===== src/rtl/cordic_rotation_engine_if.sv =====
// Angle request / cos-sin result handshake between upstream logic and the
// CORDIC rotation engine.
interface cordic_rotation_engine_if #(
  parameter int N_FRAC = 15
);
  logic signed [N_FRAC:0] angle_i;
  logic                   valid_i;
  logic                   ready_o;
  logic signed [N_FRAC:0] cos_o;
  logic signed [N_FRAC:0] sin_o;
  logic                   valid_o;

  modport master (output angle_i, valid_i, input ready_o, cos_o, sin_o, valid_o);
  modport slave  (input angle_i, valid_i, output ready_o, cos_o, sin_o, valid_o);
endinterface


===== src/rtl/cordic_rotation_engine.sv =====
// Iterative rotation-mode CORDIC: quadrant pre-rotation, gain pre-scaling,
// then one micro-rotation per cycle on a shared datapath.
module cordic_rotation_engine #(
  parameter int N_FRAC         = 15,
  parameter int BW_SHIFT_VALUE = 4,
  parameter int N_ITER         = 15
) (
  input  logic                      clk_i,
  input  logic                      rst_i,
  cordic_rotation_engine_if.slave   io
);
  localparam int W  = N_FRAC + 1;
  localparam int XW = N_FRAC + 2;
  localparam logic signed [XW-1:0] K      = XW'(19896);
  localparam logic signed [XW-1:0] SAT_HI = XW'(2**N_FRAC - 1);
  localparam logic signed [XW-1:0] SAT_LO = -SAT_HI;
  // atan(2^-i) with 1.0 == pi, Q1.15
  localparam logic [15:0] ATAN [16] = '{16'd8192, 16'd4836, 16'd2555, 16'd1297,
                                        16'd651,  16'd326,  16'd163,  16'd81,
                                        16'd41,   16'd20,   16'd10,   16'd5,
                                        16'd3,    16'd1,    16'd1,    16'd0};

  typedef enum logic [1:0] {IDLE, ROTATE, DONE} state_e;

  state_e                    state_q, state_d;
  logic signed [XW-1:0]      x_q, x_d, y_q, y_d;
  logic signed [W-1:0]       z_q, z_d;
  logic [BW_SHIFT_VALUE-1:0] i_q, i_d;
  logic signed [W-1:0]       cos_q, cos_d, sin_q, sin_d;
  logic                      valid_q, valid_d;

  logic signed [W-1:0]       atan_c;
  logic signed [XW-1:0]      x_sh, y_sh;
  logic                      outside;

  function automatic logic signed [W-1:0] sat(input logic signed [XW-1:0] v);
    if (v > SAT_HI)      return SAT_HI[W-1:0];
    else if (v < SAT_LO) return SAT_LO[W-1:0];
    else                 return v[W-1:0];
  endfunction

  assign atan_c  = W'(ATAN[i_q]);
  assign x_sh    = x_q >>> i_q;
  assign y_sh    = y_q >>> i_q;
  assign outside = io.angle_i[N_FRAC] ^ io.angle_i[N_FRAC-1];

  always_comb begin
    state_d = state_q;
    x_d     = x_q;
    y_d     = y_q;
    z_d     = z_q;
    i_d     = i_q;
    cos_d   = cos_q;
    sin_d   = sin_q;
    valid_d = 1'b0;
    case (state_q)
      IDLE: begin
        if (io.valid_i) begin
          // Fold the left half-plane onto the right by rotating pi and negating x
          z_d     = outside ? {~io.angle_i[N_FRAC], io.angle_i[N_FRAC-1:0]} : io.angle_i;
          x_d     = outside ? -K : K;
          y_d     = '0;
          i_d     = '0;
          state_d = ROTATE;
        end
      end
      ROTATE: begin
        if (z_q[W-1]) begin
          x_d = x_q + y_sh;
          y_d = y_q - x_sh;
          z_d = z_q + atan_c;
        end else begin
          x_d = x_q - y_sh;
          y_d = y_q + x_sh;
          z_d = z_q - atan_c;
        end
        i_d = i_q + 1'b1;
        if (i_q == BW_SHIFT_VALUE'(N_ITER - 1)) state_d = DONE;
      end
      DONE: begin
        cos_d   = sat(x_q);
        sin_d   = sat(y_q);
        valid_d = 1'b1;
        state_d = IDLE;
      end
      default: state_d = IDLE;
    endcase
  end

  always_ff @(posedge clk_i) begin
    if (rst_i) begin
      state_q <= IDLE;
      x_q     <= '0;
      y_q     <= '0;
      z_q     <= '0;
      i_q     <= '0;
      cos_q   <= '0;
      sin_q   <= '0;
      valid_q <= 1'b0;
    end else begin
      state_q <= state_d;
      x_q     <= x_d;
      y_q     <= y_d;
      z_q     <= z_d;
      i_q     <= i_d;
      cos_q   <= cos_d;
      sin_q   <= sin_d;
      valid_q <= valid_d;
    end
  end

  assign io.ready_o = (state_q == IDLE);
  assign io.cos_o   = cos_q;
  assign io.sin_o   = sin_q;
  assign io.valid_o = valid_q;
endmodule


===== src/flat_wrapper.sv =====
// flat-port wrapper written by rule: the top's interface ports become plain ports
module cordic_rotation_engine_flat 
#(
  parameter int N_FRAC         = 15,
  parameter int BW_SHIFT_VALUE = 4,
  parameter int N_ITER         = 15
)
  (clk_i, rst_i, io_angle_i, io_valid_i, io_ready_o, io_cos_o, io_sin_o, io_valid_o);
  cordic_rotation_engine_if #(.N_FRAC(N_FRAC)) io_i ();
  input  logic clk_i;
  input  logic rst_i;
  input wire logic [$bits(io_i.angle_i)-1:0] io_angle_i;
  input wire logic [$bits(io_i.valid_i)-1:0] io_valid_i;
  output wire logic [$bits(io_i.ready_o)-1:0] io_ready_o;
  output wire logic [$bits(io_i.cos_o)-1:0] io_cos_o;
  output wire logic [$bits(io_i.sin_o)-1:0] io_sin_o;
  output wire logic [$bits(io_i.valid_o)-1:0] io_valid_o;
  assign io_i.angle_i = io_angle_i;
  assign io_i.valid_i = io_valid_i;
  assign io_ready_o = io_i.ready_o;
  assign io_cos_o = io_i.cos_o;
  assign io_sin_o = io_i.sin_o;
  assign io_valid_o = io_i.valid_o;
  cordic_rotation_engine #(.N_FRAC(N_FRAC), .BW_SHIFT_VALUE(BW_SHIFT_VALUE), .N_ITER(N_ITER)) u_core (.clk_i(clk_i), .rst_i(rst_i), .io(io_i));
endmodule

===== config.mk =====
export PLATFORM = sky130hd
export DESIGN_NAME = cordic_rotation_engine_flat
export DESIGN_NICKNAME = d
export VERILOG_FILES = /design/src/rtl/cordic_rotation_engine_if.sv /design/src/rtl/cordic_rotation_engine.sv /design/src/flat_wrapper.sv
export SDC_FILE = /design/constraint.sdc
export NUM_CORES = 1
export LEC_CHECK = 0
export ABC_AREA = 1
export CAP_MARGIN = 10
export CELL_PAD_IN_SITES_DETAIL_PLACEMENT = 1
export CELL_PAD_IN_SITES_GLOBAL_PLACEMENT = 2
export CORE_MARGIN = 1.5
export CORE_UTILIZATION = 25
export DETAILED_ROUTE_END_ITERATION = 12
export HOLD_SLACK_MARGIN = 0.05
export PLACE_DENSITY_LB_ADDON = 0.1
export SYNTH_ARGS = -nofsm -noshare
export SYNTH_HDL_FRONTEND = slang
export SYNTH_SLANG_ARGS = --single-unit

===== constraint.sdc =====
create_clock -name clk_i -period 4.49 [get_ports clk_i]
set_clock_uncertainty 0.05 [all_clocks]
set_input_delay 0.898 -clock clk_i [delete_from_list [all_inputs] [get_ports clk_i]]
set_output_delay 0.898 -clock clk_i [all_outputs]
set_load 0.03 [all_outputs]

**After elaboration in Yosys (flattened, before gate mapping)**

Memories as Yosys holds them, arrays and structs flattened.
Cells that the tools add are included.

- $add $sub $neg: 7
- Order comparisons: 5
- Equal/unequal tests: 5
- Shifts and indexed selects: 2
- Multiplexer cells: 23
- Bitwise logic cells: 3
- Reductions and logical operators: 4

Operators with widths:

| kind | number |
|---|---|
| two-way mux 16 bit | 9 |
| two-way mux 17 bit | 5 |
| one-hot mux 17 bit (2 select lines) | 2 |
| adder 17 bit | 2 |
| > comparator 17 x 16 -> 1 bit (second input constant) | 2 |
| less-than comparator 17 x 16 -> 1 bit (second input constant) | 2 |
| >>> shifter 17 x 4 -> 17 bit | 2 |
| subtractor 17 bit | 2 |
| one-hot mux 16 bit (2 select lines) | 1 |
| adder 16 bit | 1 |
| subtractor 16 bit | 1 |
| one-hot mux 4 bit (2 select lines) | 1 |
| >= comparator 5 bit (second input constant) | 1 |
| NOT 4 -> 5 bit | 1 |
| adder 4 x 1 -> 4 bit (second input constant) | 1 |
| equality test 4 bit (second input constant) | 1 |
| two-way mux 2 bit | 2 |
| two-way mux 4 bit | 1 |
| one-hot mux 2 bit (2 select lines) | 1 |
| AND reduction 2 bit | 2 |
| equality test 2 x 1 -> 1 bit (second input constant) | 1 |
| equality test 2 bit (second input constant) | 1 |
| logical NOT 2 bit | 1 |
| inequality test 2 x 1 -> 1 bit (second input constant) | 1 |
| 5 further kinds | 5 |

- Register bits: 89
- ROM bits: 256
- Input port bits: 19
- Logic and storage cells: 58
- Memories kept: 1

Memories:

| name | depth | bits a word | rd ports | clocked after Yosys merged registers in | write ports | line | RTL |
|---|---|---|---|---|---|---|---|
| (no name shown) | 16 | 16 | 1 | 0 | 0 | cordic_rotation_engine.sv:42 | `assign atan_c = W'(ATAN[i_q]);` |

**Depth between registers and ports, before layout**

- Depth in word-level cells: 7
- Mapped depth: 32

**Worst setup path after synthesis**

No wires, ideal clock.

- Kind: reg-to-reg
- Start point: register u_core.i_q[1]
- End point: register u_core.z_q[12]
- Setup time: 0.115 ns
- Data arrival time: 3.484 ns
- Setup slack: 0.841 ns
- Stages on the path, launching flop included: 23
- Buffers on the path: 2
- Cells stage by stage: dfxtp_1 buf_4 inv_4 buf_4 ha_1 inv_1 nand2_1 o21ai_0 o21ai_0 inv_1 ha_1 nand2_1 o21ai_0 fa_1 nand3_1 nand3_1 a21oi_1 o21ai_0 a21boi_0 o21ai_0 xor2_1 o21ai_0 inv_1

- Longest elaborated chain between the ends: 7

Ends and longest elaborated chain:

| element | line | RTL |
|---|---|---|
| start, declared | cordic_rotation_engine.sv:28 | `logic [BW_SHIFT_VALUE-1:0] i_q, i_d;` |
| start signal, assigned | cordic_rotation_engine.sv:105 | `i_q <= i_d;` |
| NOT 4 -> 5 bit (not written as such) * | cordic_rotation_engine.sv:42 |  |
| memory read (16 x 16 bit) * | n/a |  |
| two-way mux 16 bit (not written as such) * (2 in series) | cordic_rotation_engine.sv:42 |  |
| subtractor 16 bit / adder 16 bit (equally long branches) | cordic_rotation_engine.sv:75, cordic_rotation_engine.sv:71 |  |
| two-way mux 16 bit * | cordic_rotation_engine.sv:68 | `if (z_q[W-1]) begin` |
| one-hot mux 16 bit (2 select lines) * | cordic_rotation_engine.sv:56 | `case (state_q)` |
| end signal, assigned | cordic_rotation_engine.sv:104 | `z_q <= z_d;` |
| end, declared | cordic_rotation_engine.sv:27 | `logic signed [W-1:0] z_q, z_d;` |

Every way passes the cells marked *; elsewhere a longest branch is shown, timed or not. The select of a mux whose other input is x is not followed.
A chain may end at the register's enable or synchronous reset.

**Worst setup path after layout**

- Start point: register u_core.i_q[1]
- End point: register u_core.x_q[14]

- Longest elaborated chain between the ends: 4

Ends and longest elaborated chain:

| element | line | RTL |
|---|---|---|
| >>> shifter 17 x 4 -> 17 bit * | cordic_rotation_engine.sv:44 | `assign y_sh = y_q >>> i_q;` |
| subtractor 17 bit / adder 17 bit (equally long branches) | cordic_rotation_engine.sv:73, cordic_rotation_engine.sv:69 |  |
| two-way mux 17 bit * | cordic_rotation_engine.sv:68 |  |
| one-hot mux 17 bit (2 select lines) * | cordic_rotation_engine.sv:56 |  |
| end signal, assigned | cordic_rotation_engine.sv:93 | `x_q <= '0;` |
| end signal, assigned | cordic_rotation_engine.sv:102 | `x_q <= x_d;` |
| end, declared | cordic_rotation_engine.sv:26 | `logic signed [XW-1:0] x_q, x_d, y_q, y_d;` |

Every way passes the cells marked *; elsewhere a longest branch is shown, timed or not.

==> flow_summary.json <==
{
  "syn_avg_cell_area_um2": 6.244,
  "crit_arrival_ps": 4370,
  "syn_inst": 1317,
  "drt_iter0_markers": 414,
  "clkTransAtPathRegs_ps": 80,
  "hp-start": "u_core.z_q[5]",
  "drv_slew": 0,
  "start_util_pct": 25.34,
  "synth_common_cells": "364 x nand2_1, 137 x a21oi_1, 119 x nand3_1, 115 x o21ai_0, 114 x inv_1",
  "die_w_um": 184.4,
  "place_congestion": 0.8427,
  "max_clock_freq_mhz": 238.7,
  "finalCoreUtilization_pct": 30.16,
  "cpMaxStageDelayCell": "fa_1",
  "synth_top_cell_by_area": "dfxtp_1",
  "period_needed_ps": 4190,
  "drive_above_1_share_pct": 8.671,
  "synth_ff_type": "dfxtp_1",
  "ys_warn_count": 0,
  "slowest_delay_ps": 420,
  "worst_r2r_startpoint": "u_core.i_q[1]",
  "routed_wl_um": 35650,
  "worstSkewPairLatency_ps": 380,
  "root_buffer": "clkbuf_16",
  "whs_ps": 424.7,
  "synth_area_um2": 8223,
  "crit_required_ps": 4670,
  "path_common_cell": "nand2_1",
  "synth-edff-count": 0,
  "place_inst": 1810,
  "ant_nets": 0,
  "setup_viol": 0,
  "die_h_um": 184.4,
  "seq_area_frac_synth_pct": 21.67,
  "avgRoutedWirePerCell_um": 19.52,
  "grt_pass1_vias": 9239,
  "cts_tree": "yes",
  "synth_top_area_share_pct": 21.67,
  "floorplan.rows": 66,
  "grt_first_pass_wirelength_um": 55110,
  "status": "completed",
  "cts_max_level": 3,
  "hold_end": "u_core.z_q[5]",
  "r2r_slack_ps": 300,
  "instances_no_fill": 1826,
  "grt_overflow": 0,
  "numCtsBuffers": 9,
  "antenna_found_initial": 0,
  "synth_nets": 1398,
  "hold_path.class": "reg2reg",
  "ir_drop_uv": 255.0,
  "synth.most_common_cell": "nand2_1",
  "worst_pin_slew_ps": 1096,
  "holdBufCountCts": 0,
  "worst_setup_path_end_kind": "register",
  "core_area_um2": 32450,
  "max_slew_margin_pct": 26.41,
  "layout.nets": 1460,
  "cap_viol_max_count": 0,
  "r2r_cells": 25,
  "routed_via_density": 4.922,
  "cp_num_buf_inv": 5,
  "dp_hpwl_um": 27450,
  "p_leak_nw": 4.508,
  "antenna_cells": 0,
  "ys_ff_latch": 89,
  "critPathLaunchType": "register",
  "worstSetupPathType": "reg2reg",
  "synthArstFlopShare_pct": 0,
  "holdPathStages": 2,
  "grtUsageTotal_pct": 21.51,
  "ctsLongestPathBuffers": 2,
  "grt_max_degree": 40,
  "fin_crit_sh_pct": 93.32,
  "route.detailed.drc": 0,
  "areaGrowthSynthToFinish_pct": 19.04,
  "ios": 53,
  "r2r-end": "u_core.x_q[14]",
  "crit_fanout": 24,
  "portBuffers": 52,
  "cts_setup_buffers": 0,
  "crit_family": "compound AO/OA/AOI/OAI gates",
  "power.density_nw_per_um2": 622.3,
  "cts.sinks": 89,
  "dieArea_um2": 33990,
  "synth_area_leaders": "dfxtp_1 22%, nand2_1 17%, ha_1 9.0%",
  "cp.depth": 25,
  "rsz0062_at_grt": "yes",
  "hold_viol": 0,
  "total_power_mw": 6.091,
  "dr.pass1.iters": 4,
  "vias": 8987,
  "ys_types": 55
}
## worst reg2reg max path, cell delays in order, from the launching register on
cell and delay (ps):
dfxtp_2 360, buf_12 170, nor2_4 290, o21ai_0 170, o221ai_1 350, o21ai_2 140, ha_1 290, o21ai_0 120
fa_1 420, inv_1 100, nand3_1 80, nand3_1 130, inv_1 60, o21ai_1 200, inv_1 70, o21ai_1 190
buf_4 170, nand3_1 60, nand2_1 110, nand2_1 70, nand2_1 110, nand2_1 60, nand2_1 90, nand2_1 60
nand2_1 60, o22ai_1 70
## state kept, by name, indices dropped and copies added, names as in the netlist
signal and count:
u_core.x_q 17, u_core.y_q 17, u_core.io.cos_o 16, u_core.io.sin_o 16
u_core.z_q 16, u_core.i_q 4, u_core.state_q 2, u_core.io.valid_o 1
## report_power, final
part	total [mW]	internal, mW	switching, mW
Combinational	4.21	1.51	2.70
Sequential	1.10	0.906	0.189
Clock	0.789	0.385	0.403
Total	6.09	2.80	3.29
## cell type report
cell class	instances	area (um^2)
clock buffers	10	229.0
clock inverters	6	50.05
well taps	442	553.0
flip-flops and latches	89	1788
repair buffers	108	972.2
fillers	4140	22670
multi-input cells	1048	5727
inverters	123	469.2
## logic make-up (layout without fill, tap and decap cells)
group,after synthesis,in the layout,share of synthesized area [%]
adders and majority gates,62,62,9.708
DFF,89,89,21.67
AOI/OAI and AO/OA,322,322,21.87
buffers and inverters,180,247,9.221
xor gates and xnor gates,57,57,6.071
and+or+nand+nor,607,607,31.47
## worst max-delay path by stage
| stage | start | to | slack [ps] |
|---|---|---|---|
| floorplan | u_core.i_q[1] | u_core.z_q[12] | 840 |
| global placement | u_core.i_q[1] | u_core.x_q[14] | -20 |
| detailed placement | u_core.i_q[1] | u_core.x_q[14] | -70 |
| CTS | u_core.i_q[1] | u_core.x_q[14] | 20 |
| global route | u_core.i_q[0] | u_core.x_q[14] | -50 |
| finish | u_core.i_q[1] | u_core.x_q[14] | 300 |
## routing by layer
metal  part of all wire, %  global-route usage (%)  vias up
li1                      -                       -     4549
met1                    49                   29.23     4287
met2                    46                   35.20      113
met3                   2.8                   2.806       38
met4                   2.4                   6.492        0
met5                     0                       0        -
## stage by stage
step	area [um^2]	setup slack (ps)	setup TNS [ps]
finish	9788	300.1	0
detailed placement	9454	-71.19	-71.19
global placement	9454	-15.36	-15.36
CTS	9741	20.64	0
floorplan	8223	840.9	0
global route	9788	-46.03	-81.10
## cells in the final DEF (no fill, tap or decap), drive strengths merged, types with 2 or more instances in the layout
cell type / synthesis / routed
a31oi: 6 / 6
o22ai: 3 / 3
o32ai: 5 / 5
fa: 3 / 3
dfxtp: 89 / 89
nor4: 10 / 10
o31ai: 6 / 6
xor2: 40 / 40
buf: 27 / 57
clkdlybuf4s50: 0 / 51
inv: 120 / 123
nor3: 12 / 12
nand3: 120 / 120
xnor2: 17 / 17
o21ai: 128 / 128
o21a: 3 / 3
a21boi: 3 / 3
nand4: 10 / 10
and2: 3 / 3
o21bai: 3 / 3
o221ai: 5 / 5
a22o: 2 / 2
a21o: 2 / 2
or2: 5 / 5
a21oi: 138 / 138
nor2: 75 / 75
a32o: 2 / 2
nand2: 368 / 368
clkinv: 3 / 5
o211ai: 7 / 7
ha: 59 / 59
clkbuf: 30 / 10
nand3b: 2 / 2
a221oi: 4 / 4
## what timing repair did
item | 4_1_cts | 5_1_grt
pin swaps | 0 | 0
endpoints found under the setup margin | 2 | 13
resized for setup | 2 | 21
Note: power is estimated with default switching activity, not from simulation.
